===== src/rtl/aq_dtu_pcfifo_dump_ctrl_pkg.sv =====
// Shared constants and state encoding for the DTU PC FIFO dump sequencer.
package aq_dtu_pcfifo_dump_ctrl_pkg;

   localparam int PCFIFO_DATAW     = 64;
   localparam int PCFIFO_DEPTH     = 16;
   localparam int PCFIFO_PTR_WIDTH = 4;
   localparam int PCFIFO_CNT_WIDTH = 5;

   localparam logic [11:0] CSR_PCFIFO = 12'hfe2;

   typedef enum logic [1:0] {
      IDLE = 2'd0,
      SYNC = 2'd1,
      DUMP = 2'd2,
      DONE = 2'd3
   } dump_state_e;

endpackage


===== src/rtl/aq_dtu_pcfifo_dump_ctrl.sv =====
// PC FIFO read-port arbiter: CP0 CSR reads in IDLE, DM burst dump while halted.
module aq_dtu_pcfifo_dump_ctrl
   import aq_dtu_pcfifo_dump_ctrl_pkg::*;
#(
   parameter int DATAW     = PCFIFO_DATAW,
   parameter int DEPTH     = PCFIFO_DEPTH,
   parameter int CNT_WIDTH = PCFIFO_CNT_WIDTH
) (
   input  logic                 forever_cpuclk,
   input  logic                 cpurst_b,
   input  logic                 cp0_dtu_rreg,
   input  logic [11:0]          cp0_dtu_addr,
   input  logic                 cp0_sw_pcfifo_frz,
   input  logic                 had_dbg_mode,
   input  logic                 rtu_dtu_halt_ack,
   input  logic                 dm_dump_req,
   input  logic [CNT_WIDTH-1:0] dm_dump_cnt,
   input  logic                 dm_dump_rdy,
   input  logic [DATAW-1:0]     pcfifo_regs_data,
   output logic                 dtu_pcfifo_frz,
   output logic                 dtu_pcfifo_ren,
   output logic                 cp0_pcfifo_busy,
   output logic                 dm_dump_vld,
   output logic [DATAW-1:0]     dm_dump_data,
   output logic                 dm_dump_done,
   output logic                 dm_dump_abort
);

   localparam logic [CNT_WIDTH-1:0] DEPTH_C = CNT_WIDTH'(DEPTH);
   localparam logic [CNT_WIDTH-1:0] ONE_C   = CNT_WIDTH'(1);

   dump_state_e          state;
   dump_state_e          state_nxt;
   logic [CNT_WIDTH-1:0] remain;
   logic [CNT_WIDTH-1:0] remain_nxt;
   logic                 abort_q;
   logic                 abort_nxt;
   logic                 armed;

   logic                 csr_hit;
   logic                 in_idle;
   logic                 dump_kill;
   logic                 clk_en;
   logic [CNT_WIDTH-1:0] cnt_sat;

   assign csr_hit   = cp0_dtu_rreg && (cp0_dtu_addr == CSR_PCFIFO);
   assign in_idle   = (state == IDLE);
   assign dump_kill = rtu_dtu_halt_ack || !had_dbg_mode;
   assign clk_en    = !in_idle || dm_dump_req;
   assign cnt_sat   = (dm_dump_cnt > DEPTH_C) ? DEPTH_C : dm_dump_cnt;

   // State only moves while a dump is active or being requested.
   always_ff @(posedge forever_cpuclk or negedge cpurst_b) begin
      if (!cpurst_b) begin
         state   <= IDLE;
         remain  <= '0;
         abort_q <= 1'b0;
      end else if (clk_en) begin
         state   <= state_nxt;
         remain  <= remain_nxt;
         abort_q <= abort_nxt;
      end
   end

   // A held request must be seen low before another dump may start.
   always_ff @(posedge forever_cpuclk or negedge cpurst_b) begin
      if (!cpurst_b) begin
         armed <= 1'b1;
      end else if (state == DONE) begin
         armed <= !dm_dump_req;
      end else if (in_idle && !dm_dump_req) begin
         armed <= 1'b1;
      end
   end

   always_comb begin
      state_nxt       = state;
      remain_nxt      = remain;
      abort_nxt       = abort_q;
      dtu_pcfifo_frz  = 1'b0;
      dtu_pcfifo_ren  = 1'b0;
      cp0_pcfifo_busy = 1'b0;
      dm_dump_vld     = 1'b0;
      dm_dump_data    = '0;
      dm_dump_done    = 1'b0;
      dm_dump_abort   = 1'b0;
      unique case (state)
         IDLE: begin
            dtu_pcfifo_frz = cp0_sw_pcfifo_frz;
            dtu_pcfifo_ren = csr_hit && !cp0_sw_pcfifo_frz;
            abort_nxt      = 1'b0;
            if (dm_dump_req && had_dbg_mode && armed) begin
               state_nxt = SYNC;
            end
         end
         SYNC: begin
            cp0_pcfifo_busy = csr_hit;
            if (dump_kill) begin
               abort_nxt = 1'b1;
               state_nxt = DONE;
            end else if (dm_dump_cnt == '0) begin
               state_nxt = DONE;
            end else begin
               remain_nxt = cnt_sat;
               state_nxt  = DUMP;
            end
         end
         DUMP: begin
            cp0_pcfifo_busy = csr_hit;
            dm_dump_vld     = 1'b1;
            dm_dump_data    = pcfifo_regs_data;
            // Abort wins over a same-cycle handshake.
            if (dump_kill) begin
               abort_nxt = 1'b1;
               state_nxt = DONE;
            end else if (dm_dump_rdy && remain != '0) begin
               dtu_pcfifo_ren = 1'b1;
               remain_nxt     = remain - ONE_C;
               if (remain == ONE_C) begin
                  state_nxt = DONE;
               end
            end
         end
         DONE: begin
            cp0_pcfifo_busy = csr_hit;
            dm_dump_done    = 1'b1;
            dm_dump_abort   = abort_q;
            remain_nxt      = '0;
            state_nxt       = IDLE;
         end
         default: begin
            state_nxt = IDLE;
         end
      endcase
      // Outputs fall immediately with reset, not at the next edge.
      if (!cpurst_b) begin
         dtu_pcfifo_frz  = 1'b0;
         dtu_pcfifo_ren  = 1'b0;
         cp0_pcfifo_busy = 1'b0;
         dm_dump_vld     = 1'b0;
         dm_dump_data    = '0;
         dm_dump_done    = 1'b0;
         dm_dump_abort   = 1'b0;
      end
   end

endmodule


===== config.mk =====
export PLATFORM = sky130hd
export DESIGN_NAME = aq_dtu_pcfifo_dump_ctrl
export DESIGN_NICKNAME = d
export VERILOG_FILES = /design/src/rtl/aq_dtu_pcfifo_dump_ctrl_pkg.sv /design/src/rtl/aq_dtu_pcfifo_dump_ctrl.sv
export SDC_FILE = /design/constraint.sdc
export NUM_CORES = 1
export LEC_CHECK = 0
export ABC_AREA = 1
export CORE_MARGIN = 3
export CORE_UTILIZATION = 27
export CTS_CLUSTER_DIAMETER = 60
export CTS_CLUSTER_SIZE = 14
export DETAILED_ROUTE_END_ITERATION = 16
export PLACE_DENSITY_LB_ADDON = 0.3
export SYNTH_ARGS = -nofsm -noshare
export SYNTH_HDL_FRONTEND = slang
export SYNTH_SLANG_ARGS = --single-unit

===== constraint.sdc =====
create_clock -name forever_cpuclk -period 1.74 [get_ports forever_cpuclk]
set_input_delay 0.174 -clock forever_cpuclk [delete_from_list [all_inputs] [get_ports forever_cpuclk]]
set_output_delay 0.174 -clock forever_cpuclk [all_outputs]
set_load 0.01 [all_outputs]

# Word level (Yosys, flattened, before mapping)
# Index checks and enable logic that the tools add are counted.
[totals]
mem_bits_ro = 0
input_bits = 89
mem_count = 0
latchBits = 0
elab_cells = 75
regBits = 9
ram_bits = 0
output_inout_bits = 70
[op_classes]
shift = 0
n_div = 0
n_mul = 0
muxes = 33
addsub = 1
n_reduce_logical = 23
bitwise = 0
order_cmp = 1
eq_ne = 13
[ops]
columns = ["operator", "n"]
rows = [
  ["two-way mux 64 bit", 2],
  ["two-way mux 5 bit", 5],
  ["two-way mux 1 bit", 18],
  ["case mux 5 bit (3 select lines)", 1],
  ["== test 12 bit (second input constant)", 1],
  ["two-way mux 2 bit", 4],
  ["!= test 2 bit (second input constant)", 4],
  ["case mux 2 bit (4 select lines)", 1],
  ["logical AND 1 bit", 6],
  ["!= test 3 bit (second input constant)", 2],
  ["AND reduction 6 bit", 1],
  ["== test 5 x 1 -> 1 bit (second input constant)", 1],
  ["greater-than comparator 5 bit (second input constant)", 1],
  ["logical NOT 5 bit", 1],
  ["nonzero test 5 bit", 1],
  ["subtractor 5 x 1 -> 5 bit (second input constant)", 1],
  ["== test 2 bit (second input constant)", 2],
  ["logical NOT 1 bit", 4],
  ["!= test 2 x 1 -> 1 bit (second input constant)", 2],
  ["case mux 1 bit (2 select lines)", 2],
  ["AND reduction 4 bit", 1],
  ["nonzero test 2 bit", 2],
  ["AND reduction 3 bit", 1],
  ["nonzero test 3 bit", 1],
  ["5 further kinds", 6],
]

# Depth between registers and ports, before layout
[logic_depth]
depth_word = 6
ltp_mapped = 10
mapped_depth_nobuf = 10

# Worst setup path after synthesis
# No wires, ideal clock.
[synth_timing]
path_type = "reg2out"
start = "reg state[0]"
end = "out dm_dump_data[10]"
path_slack_ns = 0.259
stages_incl_launch_ff = 7
path_buffers = 2
arrival_ns = 1.307
t_required_ns = 1.566
cell_sequence = "dfrtp_1 > inv_1 > ha_1 > nand2_1 > buf_2 > buf_2 > nor2_1"
[synth_between]
elab_chain_cells = 3
[synth_lines]
columns = ["item", "line_no", "rtl"]
rows = [
  ["from (decl)", "aq_dtu_pcfifo_dump_ctrl.sv:32", "dump_state_e state;"],
  ["from (signal assigned)", "aq_dtu_pcfifo_dump_ctrl.sv:59", "state <= state_nxt;"],
  ["== test 2 bit", "aq_dtu_pcfifo_dump_ctrl.sv:87", "unique case (state)"],
  ["two-way mux 64 bit", "aq_dtu_pcfifo_dump_ctrl.sv:87", ""],
  ["two-way mux 64 bit", "aq_dtu_pcfifo_dump_ctrl.sv:136", "if (!cpurst_b) begin"],
  ["to (decl)", "aq_dtu_pcfifo_dump_ctrl.sv:24", "output logic [DATAW-1:0] dm_dump_data,"],
]
# No other way between the ends.

# Worst setup path after layout
[layout_timing]
start = "reg state[0]"
end = "out dm_dump_data[31]"
# Same word-level chain as after synthesis.

==> impl_metrics.ini <==
[outcome]
outcome = finished, final reports clean

[timing]
setup-tns-final_ns = 0
worst_slew_pin_slew_ns = 0.318
clock_skew_ns = 0.00235
drv_slew = 0
finalHoldViolCount = 0
post-route-min-period_ns = 1.70
setup_viol = 0
fin_crit_sh_pct = 97.5
hold_ws_ns = 0.203
clock.fmax_ghz = 0.589
relSlewSlack_pct = 78.8

[floorplanning]
die_h_um = 76.9
die_x_um = 76.9
start_util_pct = 28.4
die-area_um2 = 5920
rows = 25
io_pins = 159
core_area_um2 = 4790

[worst_setup_path]
crit_start = state[0]
r2r_end = remain[1]
critical_path_class = register to output port
max_stage_delay_ns = 0.38
slowest_stage = dfrtp_1
reg2reg_from = state[1]
path_cells = inv_2 -> ha_4 -> nand2_8 -> buf_12 -> nor2_1 -> clkdlybuf4s15_2
cp_data_arrival_time_ns = 1.52
cp-end-kind = output port
reg2regPathDepth = 10
required_ns = 1.57
cp_max_fo = 16
r2r_slack_ns = 0.12
startpoint_type = register

[synthesis]
ys.flop_type = dfrtp_1
synthArstFlopShare_pct = 100
synth_top_area_share_pct = 22.9
yosysMostFrequentCell = inv_1
yosys.area.top_type = inv_1
ys_top_cells_by_count = inv_1 (83), nor2_1 (74), nand2_1 (37)
synth_edf_count = 0
ys_types = 20
ys_seq_area_share_pct = 16.7
ys_ff_latch = 9
synthesis.nets = 361
avgSynthCellArea_um2 = 5.13
synthCells = 265
synthesis.area_um2 = 1360
synthTopCellsByArea = inv_1 (23%), nor2_1 (20%), dfrtp_1 (15%)
ys_warn_count = 0

[place]
io_buffers = 158
dp_hpwl_um = 5200
place_inst = 496
gp_congestion = 0.843

[clock_tree]
worstSkewPairLatency_ns = 0.24
clock_path_buffers = 2
cts-root-buf = clkbuf_8
cts_sinks = 9
cts_buffers = 3
clkTransAtPathRegs_ns = 0.05
cts_tree = yes
h-tree-depth = 1

[hold_path]
hold_path.class = input port to asynchronous set/reset pin

[route]
first_iter_violations = 51
vias = 2153
postRouteAntennaNets = 0
avgViaCountPerCell = 4.26
drt-total-wl_um = 6670
first_pass_iters = 4
wl_per_cell_um = 13.2
drc = 0

[layout]
stdcell_count = 505
fill_cells = 465
diodes = 0
drive_gt1_share_pct = 24.2
fin_nets = 535
final_util_pct = 62.4
syn_to_final_growth_pct = 120

[power]
p_per_area_nw_per_um2 = 962
power.leakage_nw = 1.79
ir_drop_uv = 954

[job]
drv_cap = 0

[global_routing]
grtUsageTotal_pct = 20.2
grt_pass1_wl_um = 9580
grt.overflow.total = 0
antenna_found_initial = 0
grt_max_degree = 33
grt_pass1_vias = 1832
==> stage by stage <==
stage	worst slack [ns]	power [mW]	cell area (um2)
after floorplan	0.259	1.54	1360
after global placement	-0.201	2.49	3100
after detailed placement	-0.195	2.53	3100
after CTS	-0.0261	2.72	3120
after global routing	-0.0400	3.14	2990
final	0.0433	2.87	2990
==> registers in the layout, summed over array words and instances, names as in the netlist <==
name	flops
remain	5
state	2
abort_q	1
armed	1
==> how the worst max path moves through the flow <==
stage	slack, ns	end
final	0.04	dm_dump_data[31]
after global routing	-0.04	dm_dump_data[31]
after CTS	-0.03	dm_dump_data[51]
after detailed placement	-0.19	dm_dump_data[31]
after global placement	-0.20	dm_dump_data[61]
after floorplan	0.26	dm_dump_data[10]
==> cell usage in the layout, fill, tap and decap left out, types with 2 or more instances in the layout <==
master	synthesis	routed
inv_1	83	81
clkdlybuf4s15_2	0	3
clkbuf_2	0	62
ha_1	7	4
o21ai_0	6	6
clkbuf_16	0	3
nand2_1	37	36
buf_4	0	13
nand3_1	19	19
nand2_2	3	3
nand4_1	4	4
nor2_1	74	74
dlygate4sd2_1	0	5
clkdlybuf4s50_1	0	87
nor3_1	3	3
ha_4	0	2
clkbuf_8	0	3
inv_2	4	6
dfrtp_1	8	8
a21oi_1	3	3
==> cell type report <==
class / count / area (um2) / area share [%]
timing repair buffer: 176 / 1490 / 49.9
multi-input combinational: 162 / 815 / 27.3
clock buffer: 4 / 45.0 / 1.51
inverter: 87 / 327 / 10.9
tap: 67 / 83.8 / 2.81
sequential: 9 / 226 / 7.59
==> logic make-up (layout without fill, tap and decap cells) <==
kind of cell,count (synthesis),after routing,synth area share (%)
buf+inv,94,267,26.6
flops,9,9,16.7
simple gates,145,145,46.3
compound gates,10,10,3.96
fa+ha+maj,7,7,6.45
==> worst max-delay path: cells and delay by family (launching register included) <==
family,cells,cell delay [ns]
simple gates,2,0.21
buf+inv,3,0.51
flops,1,0.38
fa+ha+maj,1,0.17
==> routing by layer <==
layer	share of wire, %	wire length [um]	global-route usage (%)	vias to the layer above
met2	53	3530	38.9	94
met1	39	2600	21.2	949
met5	0	0	0	-
met3	5.9	392	3.99	14
met4	2.3	151	7.97	0
li1	-	-	-	1096
==> where the power goes <==
part           internal, mW  switching, mW  total [mW]
sequential            0.308         0.0721       0.380
combinational          1.04           1.20        2.24
clock                 0.160         0.0912       0.252
total                  1.51           1.37        2.87
==> what timing repair did <==
item,CTS,global route
cloned,1,3
endpoints found under the hold margin,0,0
setup endpoints to repair,70,67
hold buffers,0,0
buffers inserted,1,0
resized for setup,90,122
Note: power is estimated with default switching activity, not from simulation.
